File: src/rtl/bus_xfer_ctrl.sv
`default_nettype none
// ============================================================================
//  Module      : bus_xfer_ctrl
//  Description : Shared-bus register transfer sequencer. A request names one
//                bus source (register A, B, X or an 8-bit immediate) and a
//                load mask (A, B, X, Q). The block drives the source onto the
//                bus, lets the bus settle for SETTLE_CYCLES cycles, pulses the
//                load strobes once, then reports completion. All outputs are
//                registered.
//  Revision    : 1.0 - initial release
// ============================================================================
module bus_xfer_ctrl #(
   // Number of DRIVE cycles before the load strobe; legal range 1..15.
   parameter int SETTLE_CYCLES = 1
) (
   input  logic       clk,
   input  logic       reset,
   // request channel
   input  logic       req_valid,
   output logic       req_ready,
   input  logic [2:0] req_src,
   input  logic [3:0] req_dst,
   input  logic [7:0] req_imm,
   // active-low bus-drive enables
   output logic       assertBarA,
   output logic       assertBarB,
   output logic       assertBarX,
   // active-high one-cycle load strobes
   output logic       triggerA,
   output logic       triggerB,
   output logic       triggerX,
   output logic       triggerQ,
   // immediate data path onto the shared bus
   output logic [7:0] dbus_out,
   output logic       dbus_oe,
   // status
   output logic       done,
   output logic       err,
   output logic [7:0] xfer_count
);

   // Source encodings
   localparam logic [2:0] c_srcA   = 3'd0;
   localparam logic [2:0] c_srcB   = 3'd1;
   localparam logic [2:0] c_srcX   = 3'd2;
   localparam logic [2:0] c_srcImm = 3'd3;

   // Last DRIVE-cycle count value; the counter starts at 1 on acceptance.
   localparam logic [3:0] c_settleLast = 4'(SETTLE_CYCLES);

   typedef enum logic [1:0] {
      ST_IDLE  = 2'd0,
      ST_DRIVE = 2'd1,
      ST_LOAD  = 2'd2,
      ST_HOLD  = 2'd3
   } state_t;

   state_t     r_state;
   logic [3:0] r_settleCnt;
   logic [2:0] r_src;
   logic [3:0] r_dst;
   logic [7:0] r_imm;

   // Decode a source code into {immediate-oe, selX, selB, selA}; at most one
   // bit is ever set, and invalid codes select nothing.
   function automatic logic [3:0] srcSelect(input logic [2:0] src);
      logic [3:0] sel;
      sel = 4'b0000;
      case (src)
         c_srcA:   sel = 4'b0001;
         c_srcB:   sel = 4'b0010;
         c_srcX:   sel = 4'b0100;
         c_srcImm: sel = 4'b1000;
         default:  sel = 4'b0000;
      endcase
      return sel;
   endfunction

   // Only codes 0..3 name a bus source.
   function automatic logic srcIsValid(input logic [2:0] src);
      return (src[2] == 1'b0);
   endfunction

   // Sequencer: state, captured request, settle counter and every output.
   always_ff @(posedge clk) begin
      if (reset) begin
         r_state     <= ST_IDLE;
         r_settleCnt <= 4'd0;
         r_src       <= 3'd0;
         r_dst       <= 4'd0;
         r_imm       <= 8'd0;
         req_ready   <= 1'b1;
         assertBarA  <= 1'b1;
         assertBarB  <= 1'b1;
         assertBarX  <= 1'b1;
         triggerA    <= 1'b0;
         triggerB    <= 1'b0;
         triggerX    <= 1'b0;
         triggerQ    <= 1'b0;
         dbus_out    <= 8'd0;
         dbus_oe     <= 1'b0;
         done        <= 1'b0;
         err         <= 1'b0;
         xfer_count  <= 8'd0;
      end else begin
         // Pulse outputs default low; each state raises only what it owns.
         triggerA <= 1'b0;
         triggerB <= 1'b0;
         triggerX <= 1'b0;
         triggerQ <= 1'b0;
         done     <= 1'b0;
         err      <= 1'b0;

         case (r_state)
            ST_IDLE: begin
               if (req_valid) begin
                  r_src <= req_src;
                  r_dst <= req_dst;
                  r_imm <= req_imm;
                  if (srcIsValid(req_src)) begin
                     // Enables come straight from the request so the source
                     // is on the bus in the very first DRIVE cycle.
                     r_state     <= ST_DRIVE;
                     r_settleCnt <= 4'd1;
                     req_ready   <= 1'b0;
                     assertBarA  <= ~srcSelect(req_src)[0];
                     assertBarB  <= ~srcSelect(req_src)[1];
                     assertBarX  <= ~srcSelect(req_src)[2];
                     dbus_oe     <= srcSelect(req_src)[3];
                     dbus_out    <= srcSelect(req_src)[3] ? req_imm : 8'd0;
                  end else begin
                     // Rejected: stay idle, flag it, touch nothing else.
                     err <= 1'b1;
                  end
               end
            end

            ST_DRIVE: begin
               // Keep the captured source on the bus while it settles.
               assertBarA <= ~srcSelect(r_src)[0];
               assertBarB <= ~srcSelect(r_src)[1];
               assertBarX <= ~srcSelect(r_src)[2];
               dbus_oe    <= srcSelect(r_src)[3];
               dbus_out   <= srcSelect(r_src)[3] ? r_imm : 8'd0;
               if (r_settleCnt >= c_settleLast) begin
                  r_state     <= ST_LOAD;
                  r_settleCnt <= 4'd0;
                  triggerA    <= r_dst[0];
                  triggerB    <= r_dst[1];
                  triggerX    <= r_dst[2];
                  triggerQ    <= r_dst[3];
               end else begin
                  r_settleCnt <= r_settleCnt + 4'd1;
               end
            end

            ST_LOAD: begin
               // Source still held through the hold cycle after the strobe.
               r_state    <= ST_HOLD;
               done       <= 1'b1;
               xfer_count <= xfer_count + 8'd1;
            end

            ST_HOLD: begin
               // Release the bus and reopen the request channel.
               r_state    <= ST_IDLE;
               req_ready  <= 1'b1;
               assertBarA <= 1'b1;
               assertBarB <= 1'b1;
               assertBarX <= 1'b1;
               dbus_oe    <= 1'b0;
               dbus_out   <= 8'd0;
            end

            default: begin
               r_state    <= ST_IDLE;
               req_ready  <= 1'b1;
               assertBarA <= 1'b1;
               assertBarB <= 1'b1;
               assertBarX <= 1'b1;
               dbus_oe    <= 1'b0;
               dbus_out   <= 8'd0;
            end
         endcase
      end
   end

endmodule
`default_nettype wire

File: config.mk
export PLATFORM = sky130hd
export DESIGN_NAME = bus_xfer_ctrl
export DESIGN_NICKNAME = d
export VERILOG_FILES = /design/src/rtl/bus_xfer_ctrl.sv
export SDC_FILE = /design/constraint.sdc
export NUM_CORES = 1
export LEC_CHECK = 0
export CORE_MARGIN = 1
export CORE_UTILIZATION = 35
export DETAILED_ROUTE_END_ITERATION = 10
export PLACE_DENSITY = 0.59
export RECOVER_POWER = 50
export SLEW_MARGIN = 15
export SYNTH_ARGS = -nofsm -noshare
export SYNTH_HDL_FRONTEND = slang
export SYNTH_SLANG_ARGS = --single-unit
File: constraint.sdc
create_clock -name clk -period 1.9 [get_ports clk]
set_input_delay 0.475 -clock clk [delete_from_list [all_inputs] [get_ports clk]]
set_output_delay 0.475 -clock clk [all_outputs]
set_load 0.01 [all_outputs]
# Yosys cells after proc, flatten, opt, wreduce, memory -nomap -nowiden
# Index checks and enable logic that the tools add are counted.
dict set report classes {
  order_cmp 1
  bitwise 10
  muxes 38
  eq_ne 12
  n_addsub 2
  n_reduce_logical 13
}
# operator count
set ops {}
lappend ops {{$mux 4} 9}
lappend ops {{$mux 8} 4}
lappend ops {{$pmux 4 s4} 2}
lappend ops {{$pmux 8 s3} 1}
lappend ops {{$eq 3x2->1 const B} 4}
lappend ops {{$mux 1} 12}
lappend ops {{$pmux 1 s3} 4}
lappend ops {{$reduce_and 3->1} 4}
lappend ops {{$not 1->1} 10}
lappend ops {{$add 8x1->8 const B} 1}
lappend ops {{$pmux 2 s4} 1}
lappend ops {{$pmux 4 s2} 1}
lappend ops {{$eq 3x1->1 const B} 2}
lappend ops {{$logic_not 3->1} 2}
lappend ops {{$mux 2} 3}
lappend ops {{$ne 2x2->1 const B} 3}
lappend ops {{$reduce_or 3->1} 2}
lappend ops {{$add 4x1->4 const B} 1}
lappend ops {{$eq 2x2->1 const B} 2}
lappend ops {{$ge 4x1->1 const B} 1}
lappend ops {{$reduce_bool 2->1} 2}
lappend ops {{$reduce_bool 3->1} 1}
lappend ops {{$eq 2x1->1 const B} 1}
lappend ops {{$logic_not 2->1} 1}
lappend ops {{2 further kinds} 2}
dict set report totals {
  wordCells 94
  input_bits 18
  regBits 48
  out_inout_bits 27
}

# Longest topological paths before layout
# Gate-level depths: netlist of the first run.
dict set report depth {
  ltp_word 10
  mapped_depth 8
  ltp_nobuf 6
}

# Worst setup path after synthesis of the first run
# Ideal clock, no wire load.
dict set report synth_path {
  kind {flip-flop to flip-flop}
  start {reg r_state[1]}
  end {reg assertBarA}
  setup_slack_ns 0.299
  arrival_time_ns 1.481
  n_path_buf 2
  required_time_ns 1.780
  period_less_slack_ns 1.601
  path_stages_with_launch 8
  path_cell_list {dfxtp_1 -> inv_1 -> ha_1 -> buf_2 -> nor3_1 -> a21oi_2 -> buf_2 -> a211o_1}
}
dict set report synth_via {
  elab_chain_cells 3
}
# item line_no
set synth_lines {}
lappend synth_lines {{from (decl)} 58} ;# state_t r_state;
lappend synth_lines {{from (signal assigned)} 87} ;# r_state <= ST_IDLE;
lappend synth_lines {{from (signal assigned)} 123} ;# r_state <= ST_DRIVE;
lappend synth_lines {{from (signal assigned)} 146} ;# r_state <= ST_LOAD;
lappend synth_lines {{$eq 2x1->1, or another cell as far along} 114} ;# case (r_state)
lappend synth_lines {{$reduce_bool 3->1 (no source line) or $ne 2x2->1 (tied branches)} -}
lappend synth_lines {{$reduce_and 3->1 (no source line)} -}
lappend synth_lines {{to (signal assigned)} 126} ;# assertBarA <= ~srcSelect(req_src)[0];
lappend synth_lines {{to (signal assigned)} 140} ;# assertBarA <= ~srcSelect(r_src)[0];
lappend synth_lines {{to (decl)} 25} ;# output logic assertBarA,
# Parallel ways exist; a longest one is shown, timed or not.
# A chain may end at the register's enable or synchronous reset.

# Final worst setup path of the first run
dict set report layout_path {
  start {reg xfer_count[0]}
  end {out xfer_count[0]}
}
# item line_no
set layout_lines {}
lappend layout_lines {{from (decl)} 39} ;# output logic [7:0] xfer_count
lappend layout_lines {{from (signal assigned)} 161} ;# xfer_count <= xfer_count + 8'd1;
# No word-level cell between the ends.

==> results of run 1 <==
## cells in the final DEF (no fill, tap or decap), drive strengths merged, types with 2 or more instances in the layout
cell type,synthesis,final
a22oi,9,9
and2,5,5
dlygate4sd3,0,9
inv,8,8
nand3,5,5
xnor2,2,2
buf,7,9
clkdlybuf4s50,0,34
nor2,20,20
xor2,3,3
clkbuf,7,9
nor2b,4,4
nor3,6,6
a32oi,2,2
a211oi,11,11
a21oi,21,21
mux2i,2,2
nand4,4,4
dfxtp,48,48
nand2,37,37
o21ai,2,2
ha,9,9
a211o,2,2
or3,2,2
## sequential cells by signal, summed over array words and instances, names as in the netlist, 2 cells and up
register / count
xfer_count: 8
r_settleCnt: 4
r_state: 2
r_src: 3
r_imm: 8
dbus_out: 8
r_dst: 4
## logic make-up after synthesis
kind of cell,share of synthesized area (%)
simple gates,21.0
compound gates,20.2
flops,45.7
buf+inv,4.65
fa+ha+maj,5.36
xor+xnor,2.08
mux,0.953
## per-stage QoR
| step | worst slack, ps | power [mW] | cell area (um^2) | instances | setup TNS (ps) |
|---|---|---|---|---|---|
| global route | 20.8 | 4.00 | 2760 | 346 | 0 |
| finish | 116 | 3.72 | 2760 | 346 | 0 |
| floorplan | 299 | 2.46 | 2100 | 226 | 0 |
| detailed placement | -83.5 | 3.15 | 2670 | 338 | -753 |
| global placement | -56.0 | 3.13 | 2670 | 338 | -435 |
| CTS | 109 | 3.80 | 2770 | 346 | 0 |
## final cells by class
class / count / area, um^2 / area share (%)
clock buffer: 7 / 86.3 / 3.13
clock inverter: 1 / 7.51 / 0.272
inverter: 8 / 30.0 / 1.09
multi-input combinational: 156 / 1040 / 37.8
sequential: 48 / 961 / 34.8
tap: 72 / 90.1 / 3.27
timing repair buffer: 54 / 542 / 19.6
## how the worst max path moves through the flow
stage                     depth (start not counted)                        to                        from  slack [ps]
final                                             1             xfer_count[0]  xfer_count[0]$_SDFFE_PP0P_         120
after global routing                              7  dbus_out[5]$_SDFFE_PP0P_     r_state[1]$_SDFFE_PP0P_          20
after CTS                                         1             xfer_count[0]  xfer_count[0]$_SDFFE_PP0P_         110
after detailed placement                          6   assertBarX$_SDFFE_PP1P_                  req_src[2]         -80
after global placement                            6   assertBarX$_SDFFE_PP1P_                  req_src[2]         -60
after floorplan                                   7   assertBarA$_SDFFE_PP1P_     r_state[1]$_SDFFE_PP0P_         300
## where the power goes
group | switching, mW | internal (mW)
logic | 0.868 | 0.829
clock network | 0.334 | 0.296
registers | 0.150 | 1.24
## cell usage after synthesis, types with 2 or more instances
master | n | area, um^2
nor2b_1 | 4 | 25.0
a211oi_1 | 2 | 15.0
a32oi_1 | 2 | 17.5
ha_1 | 9 | 113
dfxtp_1 | 48 | 961
buf_2 | 6 | 30.0
mux2i_1 | 2 | 20.0
a22oi_2 | 8 | 100
and2_1 | 5 | 31.3
o21ai_0 | 2 | 10.0
nor2_1 | 19 | 71.3
inv_1 | 7 | 26.3
a211oi_2 | 9 | 113
xor2_1 | 3 | 26.3
a211o_1 | 2 | 17.5
nand3_1 | 5 | 25.0
clkbuf_1 | 7 | 26.3
xnor2_1 | 2 | 17.5
nand4_1 | 4 | 25.0
nor3_1 | 5 | 25.0
or3_1 | 2 | 12.5
a21oi_1 | 20 | 100
nand2_1 | 37 | 139
## per-layer routing
layer / global-route usage (%) / vias to the layer above / routed length, um
met3: 3.09 / 5 / 177
met4: 4.36 / 0 / 51
met2: 23.9 / 33 / 1910
met1: 19.6 / 770 / 2130
met5: 0 / - / 0
li1: - / 869 / -
==> key figures, run 1 <==
Outcome
  • Status: completed

Yosys
  • Synth Warn #: 0
  • Post-synth cell types: 39
  • Seq cells post-synth: 48
  • Synth Flop Type: dfxtp_1
  • Net count of the mapped netlist: 253
  • Post-Synthesis Cells: 226
  • Syn avg cell area: 9.30 um^2
  • Syn Std Cell Area: 0.00210 mm^2
  • Post-synth EDFFs: 0
  • Seq/Total Area, Yosys: 45.7%
  • Async SR Flop Fraction: 0%

Floorplan
  • Initial Utilization: 37.2%
  • IO Pins: 45
  • Die X: 79.5 um
  • Row count: 27
  • Die area: 0.00632 mm^2
  • Die H: 79.5 um
  • Core Region: 0.00564 mm^2

Critical path
  • CP peak stage delay: 580 ps
  • Worst Setup Start Kind: register
  • CP bufs+invs: 1
  • Worst reg2reg path depth: 6
  • Worst EP required: 1420 ps
  • Setup slack, reg-to-reg: 170 ps
  • CP Capture Type: primary output
  • Cell Chain, Critical Path: clkdlybuf4s50_1
  • Critical Path AT: 1310 ps
  • Family with the most delay on the worst path: buffers and inverters
  • Crit Path Class: reg2out
  • R2R Path End: assertBarB$_SDFFE_PP1P_
  • Max FO, Critical Path: 5
  • R2r startpoint: r_state[1]$_SDFFE_PP0P_
  • Crit-path slowest cell: clkdlybuf4s50_1

Clocking
  • Clock transition at path regs: 90 ps
  • Setup Buffers After CTS: 0
  • Hold_buf cts: 0
  • Post-CTS sizing: 0
  • Clock buffer count from CTS: 5
  • Clock root cell: clkbuf_8
  • CTS H-tree depth: 2
  • Clock Path Buffers: 2
  • Clk Latency, worst-skew pair: 300 ps
  • CTS sink count: 48
  • CTS tree: yes

Final layout
  • Share of layout cells above drive strength 1: 14.6%
  • ANT cells: 0
  • Nets: 300
  • # fillers: 545
  • Fin util: 48.9%
  • Area grow syn2layout: 31.3%

Route
  • Drt total wl: 4260 um
  • 1st-iter DRT viols: 66
  • Drt via density: 4.85
  • Wire per inst: 12.3 um
  • Antenna Nets Post-Route: 0
  • Drt drc: 0
  • Via Count: 1,677
  • Drt pass-1 iters: 4

STA
  • Slew HR: 69.2%
  • Unrepaired setup endpoints after global routing: false
  • Minimum clock period: 1780 ps
  • Final hold slack: 433 ps
  • Post-route clock period utilization: 93.9%
  • Final setup fails: 0
  • Fmax: 0.560 GHz
  • Final hold vios: 0
  • Clock Skews: 8.75 ps
  • Slew Viols, Final: 0
  • Worst slew pin tran: 459 ps

Hold path
  • Min-delay src: reset
  • Hold depth: 2
  • Min-delay worst type: in2reg
  • Hold Path End: r_settleCnt[1]$_SDFFE_PP0P_

Flow run
  • Max Cap Viol: 0

GRT
  • Initial antenna violation count: 0
  • Global route overflow: 0
  • Largest net degree at the start of global routing: 23
  • Vias in the first global route: 1,554
  • Total track usage: 14.8%
  • First-pass GRT wire length: 7340 um

Pwr
  • PwrDens: 1350 mW/mm^2
  • Worst vdd ir: 0.000624 V
  • Static Leak: 1.02 nW

Placement
  • RD Place Congestion: 0.716
  • HPWL after DPL: 2990 um
  • PortBufs: 44
Power figures use the tool's default switching activity.
==> inputs of run 2 (changes only) <==
- clock period: 1.9 -> 2 ns (I/O delays scaled with it)
==> key figures, run 2 (same netlist as run 1, synthesis figures left out) <==
Final layout
  • Commonest non-fill, non-tap cells in the layout: dfxtp_1 (48), nand2_1 (37), clkdlybuf4s50_1 (35), a21oi_1 (20), nor2_1 (19)
  • Fin util: 48.5% (-0.44 points)
  • Share of layout cells above drive strength 1: 14.7% (+0.053 points)
  • Finished Layout Cells: 345 (-0.29%)
  • Area grow syn2layout: 30.1%
  • Biggest regs: dbus_out (8), r_imm (8), xfer_count (8)
  • ANT cells: 0 (unchanged)
  • Design Area, Final: 0.00273 mm^2 (-0.91%)
  • Nets: 300 (unchanged)
  • Commonest non-fill, non-tap cell in the layout: dfxtp_1

Pwr
  • PwrDens: 1260 mW/mm^2 (-6.3%)
  • Psw: 1.27 mW (-6.2%)
  • Combinational power share: 46.0% (+0.4 points)
  • Internal power: 2.19 mW (-7.7%)
  • Flop pwr share: 38.2% (+0.8 points)
  • Static Leak: 1.01 nW (-1.1%)
  • Worst vdd ir: 0.000569 V (-8.8%)
  • Clock share of power: 15.8% (-1.1 points)
  • Sw frac: 36.7% (+0.37 points)
  • Final Power: 3.45 mW (-7.1%)

STA
  • Post-route clock period utilization: 89.8%
  • Slew HR: 68.2% (-0.96 points)
  • Minimum clock period: 1800 ps
  • Final setup fails: 0 (unchanged)
  • Worst slew pin tran: 475 ps (+16.6 ps)
  • Fmax: 0.557 GHz
  • Slew Viols, Final: 0 (unchanged)
  • Final hold slack: 452 ps (+18.1 ps)
  • Clock Skews: 7.08 ps (-1.67 ps)
  • Unrepaired setup endpoints after global routing: false
  • Final hold vios: 0 (unchanged)

Critical path
  • Worst Setup Start Kind: register
  • CP peak stage delay: 570 ps (about the same)
  • Worst EP required: 1500 ps (+80 ps)
  • Max FO, Critical Path: 5 (unchanged)
  • Family with the most delay on the worst path: buffers and inverters
  • CP bufs+invs: 1 (unchanged)
  • Cell Chain, Critical Path: clkdlybuf4s50_1
  • CP Capture Type: primary output
  • Crit Path Class: reg2out
  • Critical Path AT: 1300 ps (about the same)
  • Crit-path slowest cell: clkdlybuf4s50_1

GRT
  • Vias in the first global route: 1,601 (+3.0%)
  • Met2 GRT Util: 24.1% (+0.17 points)
  • Initial antenna violation count: 0 (unchanged)
  • Total track usage: 14.8% (+0.041 points)
  • Largest net degree at the start of global routing: 23 (unchanged)
  • Top Usage Layer GRT: met2
  • Global route overflow: 0 (unchanged)
  • First-pass GRT wire length: 7400 um (+0.84%)
  • Met1 Use GR: 19.1% (-0.52 points)
  • Grt met3 use: 3.54% (+0.46 points)

Floorplan
  • Row count: 27 (unchanged)
  • Core Region: 0.00564 mm^2 (unchanged)
  • IO Pins: 45 (unchanged)
  • Die X: 79.5 um (unchanged)
  • Die area: 0.00632 mm^2 (unchanged)
  • Initial Utilization: 37.2% (unchanged)
  • Die H: 79.5 um (unchanged)

Clocking
  • CTS H-tree depth: 2 (unchanged)
  • Clock Path Buffers: 2 (unchanged)
  • CTS sink count: 48 (unchanged)
  • Clk Latency, worst-skew pair: 300 ps (about the same)
  • Clock transition at path regs: 80 ps (about the same)
  • Clock root cell: clkbuf_8
  • Hold_buf cts: 0 (unchanged)
  • Setup Buffers After CTS: 0 (unchanged)
  • Clock buffer count from CTS: 5 (unchanged)
  • CTS tree: yes
  • Post-CTS sizing: 0 (unchanged)

Route
  • 1st-iter DRT viols: 67 (+1.5%)
  • Antenna Nets Post-Route: 0 (unchanged)
  • Drt total wl: 4230 um (-0.75%)
  • Drt via density: 4.83 (-0.43%)
  • Drt pass-1 iters: 4 (unchanged)
  • Via Count: 1,665 (-0.72%)
  • Drt drc: 0 (unchanged)
  • Wire per inst: 12.3 um (-0.46%)

Outcome
  • Status: completed

Placement
  • Placed cell areas: 0.00266 mm^2 (-0.47%)
  • RD Place Congestion: 0.716 (about the same)
  • HPWL after DPL: 2960 um (-0.94%)
  • Cells after DPL: 338 (unchanged)
  • PortBufs: 44 (unchanged)

Flow run
  • Max Cap Viol: 0 (unchanged)

Hold path
  • Min-delay worst type: in2reg
run 2: cell types whose count changed in the layout (fill, tap and decap cells not counted):
| cell | before | now |
|---|---|---|
| clkinv_2 | 0 | 1 |
| buf_4 | 5 | 6 |
| dlygate4sd3_1 | 9 | 8 |
| clkbuf_1 | 2 | 1 |
| clkdlybuf4s50_1 | 34 | 35 |
| clkbuf_8 | 6 | 5 |
| buf_12 | 3 | 2 |
run 2: final timing paths:
kind,from,endpoint,slack [ps],cells after the start
worst min register to register,r_dst[3]$_SDFFE_PP0P_,r_dst[3]$_SDFFE_PP0P_,450,2
worst max-delay path,xfer_count[0]$_SDFFE_PP0P_,xfer_count[0],200,1
worst max register to register,r_state[1]$_SDFFE_PP0P_,assertBarB$_SDFFE_PP1P_,260,6
worst min-delay path,reset,r_settleCnt[1]$_SDFFE_PP0P_,450,2
run 2: metrics by stage:
stage                     setup TNS, ps  setup slack (ps)
after global routing                  0              90.2
after detailed placement          -40.9             -12.8
final                                 0               204
after floorplan                       0               399
after CTS                             0               191
after global placement                0              16.2
run 2: power groups by stage:
stage / Combinational (mW) / Clock [mW] / Sequential [mW]
floorplan: 0.944 / 0 / 1.39
global placement: 1.61 / 0 / 1.35
detailed placement: 1.62 / 0 / 1.35
CTS: 1.62 / 0.582 / 1.33
global route: 1.76 / 0.626 / 1.36
finish: 1.59 / 0.547 / 1.32
run 2: area by class of cell:
class | count | area, um^2
inverters | 8 | 30.0
flip-flops and latches | 48 | 961
clock buffers | 5 | 68.8
fillers | 543 | 2910
well taps | 72 | 90.1
clock inverters | 2 | 12.5
multi-input cells | 156 | 1040
repair buffers | 54 | 529
run 2: layer usage:
metal / share of wire [%] / vias to the layer above / routed length (um)
li1: - / 867 / -
met1: 50 / 756 / 2110
met2: 44 / 35 / 1870
met3: 4.6 / 7 / 195
met4: 1.2 / 0 / 50
met5: 0 / - / 0
==> inputs of run 3 (changes only) <==
- PLACE_DENSITY: 0.59 -> 0.61
- clock period: 2 -> 1.58 ns (I/O delays scaled with it)
==> key figures, run 3 (same netlist as run 1, synthesis figures left out) <==
Placement
  • HPWL after DPL: 3250 um (+9.6%)
  • RD Place Congestion: 0.720 (+0.54%)
  • PortBufs: 44 (unchanged)
  • Placed cell areas: 0.00282 mm^2 (+5.9%)
  • Setup WS pre-CTS: -429 ps (-416 ps)

Critical path
  • CP peak stage delay: 550 ps (-20 ps)
  • Crit-path slowest cell: clkdlybuf4s50_1
  • Critical Path AT: 1760 ps (+460 ps)
  • Setup crit end: r_state[0]$_SDFFE_PP0P_
  • Cell Chain, Critical Path: clkdlybuf4s50_1 -> nand2b_4 -> buf_4 -> a22oi_2 -> nor2_1 -> a211oi_2
  • Worst path depth: 6 (+5)
  • Crit Path Class: in2reg
  • R2r startpoint: r_settleCnt[0]$_SDFFE_PP0P_
  • R2R Path End: r_state[0]$_SDFFE_PP0P_
  • CP Capture Type: register
  • Max FO, Critical Path: 3 (-2)
  • Family with the most delay on the worst path: buffers and inverters
  • Setup slack, reg-to-reg: 40 ps (-220 ps)
  • Worst reg2reg path depth: 7 (+1)
  • Worst EP required: 1790 ps (+290 ps)
  • CP bufs+invs: 2 (+1)
  • Worst Setup SP: req_valid
  • Worst Setup Start Kind: input pin

STA
  • Final setup fails: 0 (unchanged)
  • Post-route clock period utilization: 98.5%
  • Fmax: 0.643 GHz
  • Minimum clock period: 1560 ps
  • Final hold vios: 0 (unchanged)
  • Slew HR: 70.5% (+2.3 points)
  • Final setup margin: 24.0 ps (-180 ps)
  • Clock Skews: 7.74 ps (+0.664 ps)
  • Slew Viols, Final: 0 (unchanged)
  • Worst slew pin tran: 442 ps (-33.3 ps)
  • Unrepaired setup endpoints after global routing: true
  • Final hold slack: 455 ps (+3.26 ps)

Floorplan
  • Die area: 0.00632 mm^2 (unchanged)
  • Die X: 79.5 um (unchanged)
  • Core Region: 0.00564 mm^2 (unchanged)
  • Initial Utilization: 37.2% (unchanged)
  • Row count: 27 (unchanged)
  • Die H: 79.5 um (unchanged)
  • IO Pins: 45 (unchanged)

Route
  • Drt pass-1 iters: 4 (unchanged)
  • Routed met3 length: 200 um (+2.6%)
  • Wire per inst: 13.3 um (+8.1%)
  • Via Count: 1,796 (+7.9%)
  • Wire length on met1: 2280 um (+8.0%)
  • Drt total wl: 4880 um (+15%)
  • 1st-iter DRT viols: 104 (+55%)
  • Met2 routed WL: 2330 um (+25%)
  • Antenna Nets Post-Route: 0 (unchanged)
  • Drt via density: 4.88 (+1.1%)
  • Max Used Layer: met4
  • Drt drc: 0 (unchanged)

Pwr
  • Worst vdd ir: 0.000784 V (+38%)
  • Final Power: 4.98 mW (+44%)
  • Static Leak: 1.18 nW (+17%)
  • PwrDens: 1640 mW/mm^2 (+30%)

Clocking
  • Clock root cell: clkbuf_8
  • CTS H-tree depth: 2 (unchanged)
  • Clk Latency, worst-skew pair: 300 ps (about the same)
  • CTS sink count: 48 (unchanged)
  • Clock Path Buffers: 2 (unchanged)
  • Clock buffer count from CTS: 5 (unchanged)
  • Clock transition at path regs: 90 ps (about the same)
  • CTS tree: yes
  • Hold_buf cts: 0 (unchanged)

GRT
  • First-pass GRT wire length: 7670 um (+3.5%)
  • Initial antenna violation count: 0 (unchanged)
  • Total track usage: 15.5% (+0.73 points)
  • Global route overflow: 0 (unchanged)
  • Vias in the first global route: 1,676 (+4.7%)
  • Largest net degree at the start of global routing: 18 (-22%)

Final layout
  • Nets: 323 (+7.7%)
  • Commonest non-fill, non-tap cell in the layout: dfxtp_1
  • Area grow syn2layout: 44.3%
  • Design Area, Final: 0.00303 mm^2 (+11%)
  • Commonest non-fill, non-tap cells in the layout: dfxtp_1 (41), nand2_1 (36), buf_4 (26), a21oi_1 (20)
  • ANT cells: 0 (unchanged)
  • # fillers: 545 (+0.37%)
  • Biggest regs: dbus_out (8), r_imm (8), xfer_count (8)
  • Fin util: 53.7% (+5.3 points)
  • Share of layout cells above drive strength 1: 28.0% (+13 points)

Flow run
  • Max Cap Viol: 0 (unchanged)

Outcome
  • Status: completed

Hold path
  • Min-delay worst type: reg2reg
## run 3: cell type report
cell class                      instances  area [um^2]  area share [%]
Sequential cell                        48          972            32.1
Clock inverter                          1         8.76           0.289
Tap cell                               72         90.1            2.97
Multi-Input combinational cell        157         1150            38.1
Timing Repair Buffer                   76          689            22.7
Inverter                                8         32.5            1.07
Clock buffer                            6         82.6            2.73
## run 3: stage by stage
stage / cells / setup TNS, ps
floorplan: 226 / -2.85
global placement: 358 / -6830
detailed placement: 358 / -7620
CTS: 365 / 0
global route: 368 / -126
finish: 368 / 0
## run 3: power by group
group	switching (mW)	internal, mW	total [mW]
combinational	1.25	1.26	2.51
sequential	0.210	1.51	1.72
clock	0.403	0.350	0.753
## run 3: repair_timing
action,4_1_cts,5_1_grt
pin swaps,0,5
cloned,0,2
gates resized for setup,31,24
buffers inserted,0,1
setup endpoints to repair,38,42
## run 3: worst min path at each step
stage | start | to | depth (start not counted) | slack [ps]
after floorplan | r_dst[0]$_SDFFE_PP0P_ | triggerA$_SDFF_PP0_ | 1 | 430
after global placement | r_dst[1]$_SDFFE_PP0P_ | triggerB$_SDFF_PP0_ | 1 | 440
after detailed placement | r_dst[3]$_SDFFE_PP0P_ | triggerQ$_SDFF_PP0_ | 1 | 440
after CTS | r_dst[1]$_SDFFE_PP0P_ | r_dst[1]$_SDFFE_PP0P_ | 2 | 460
after global routing | r_dst[1]$_SDFFE_PP0P_ | triggerB$_SDFF_PP0_ | 1 | 490
final | r_dst[1]$_SDFFE_PP0P_ | r_dst[1]$_SDFFE_PP0P_ | 2 | 450
## run 3: worst min-delay path, stage by stage, from the launching register on
cell     delay (ps)
dfxtp_1         310
nand2_1          50
a21oi_1          50
## run 3: metal layers
metal | up-vias | track usage [%]
met3 | 5 | 3.89
met4 | 0 | 5.45
li1 | 916 | -
met5 | - | 0
met2 | 38 | 25.7
met1 | 837 | 19.5
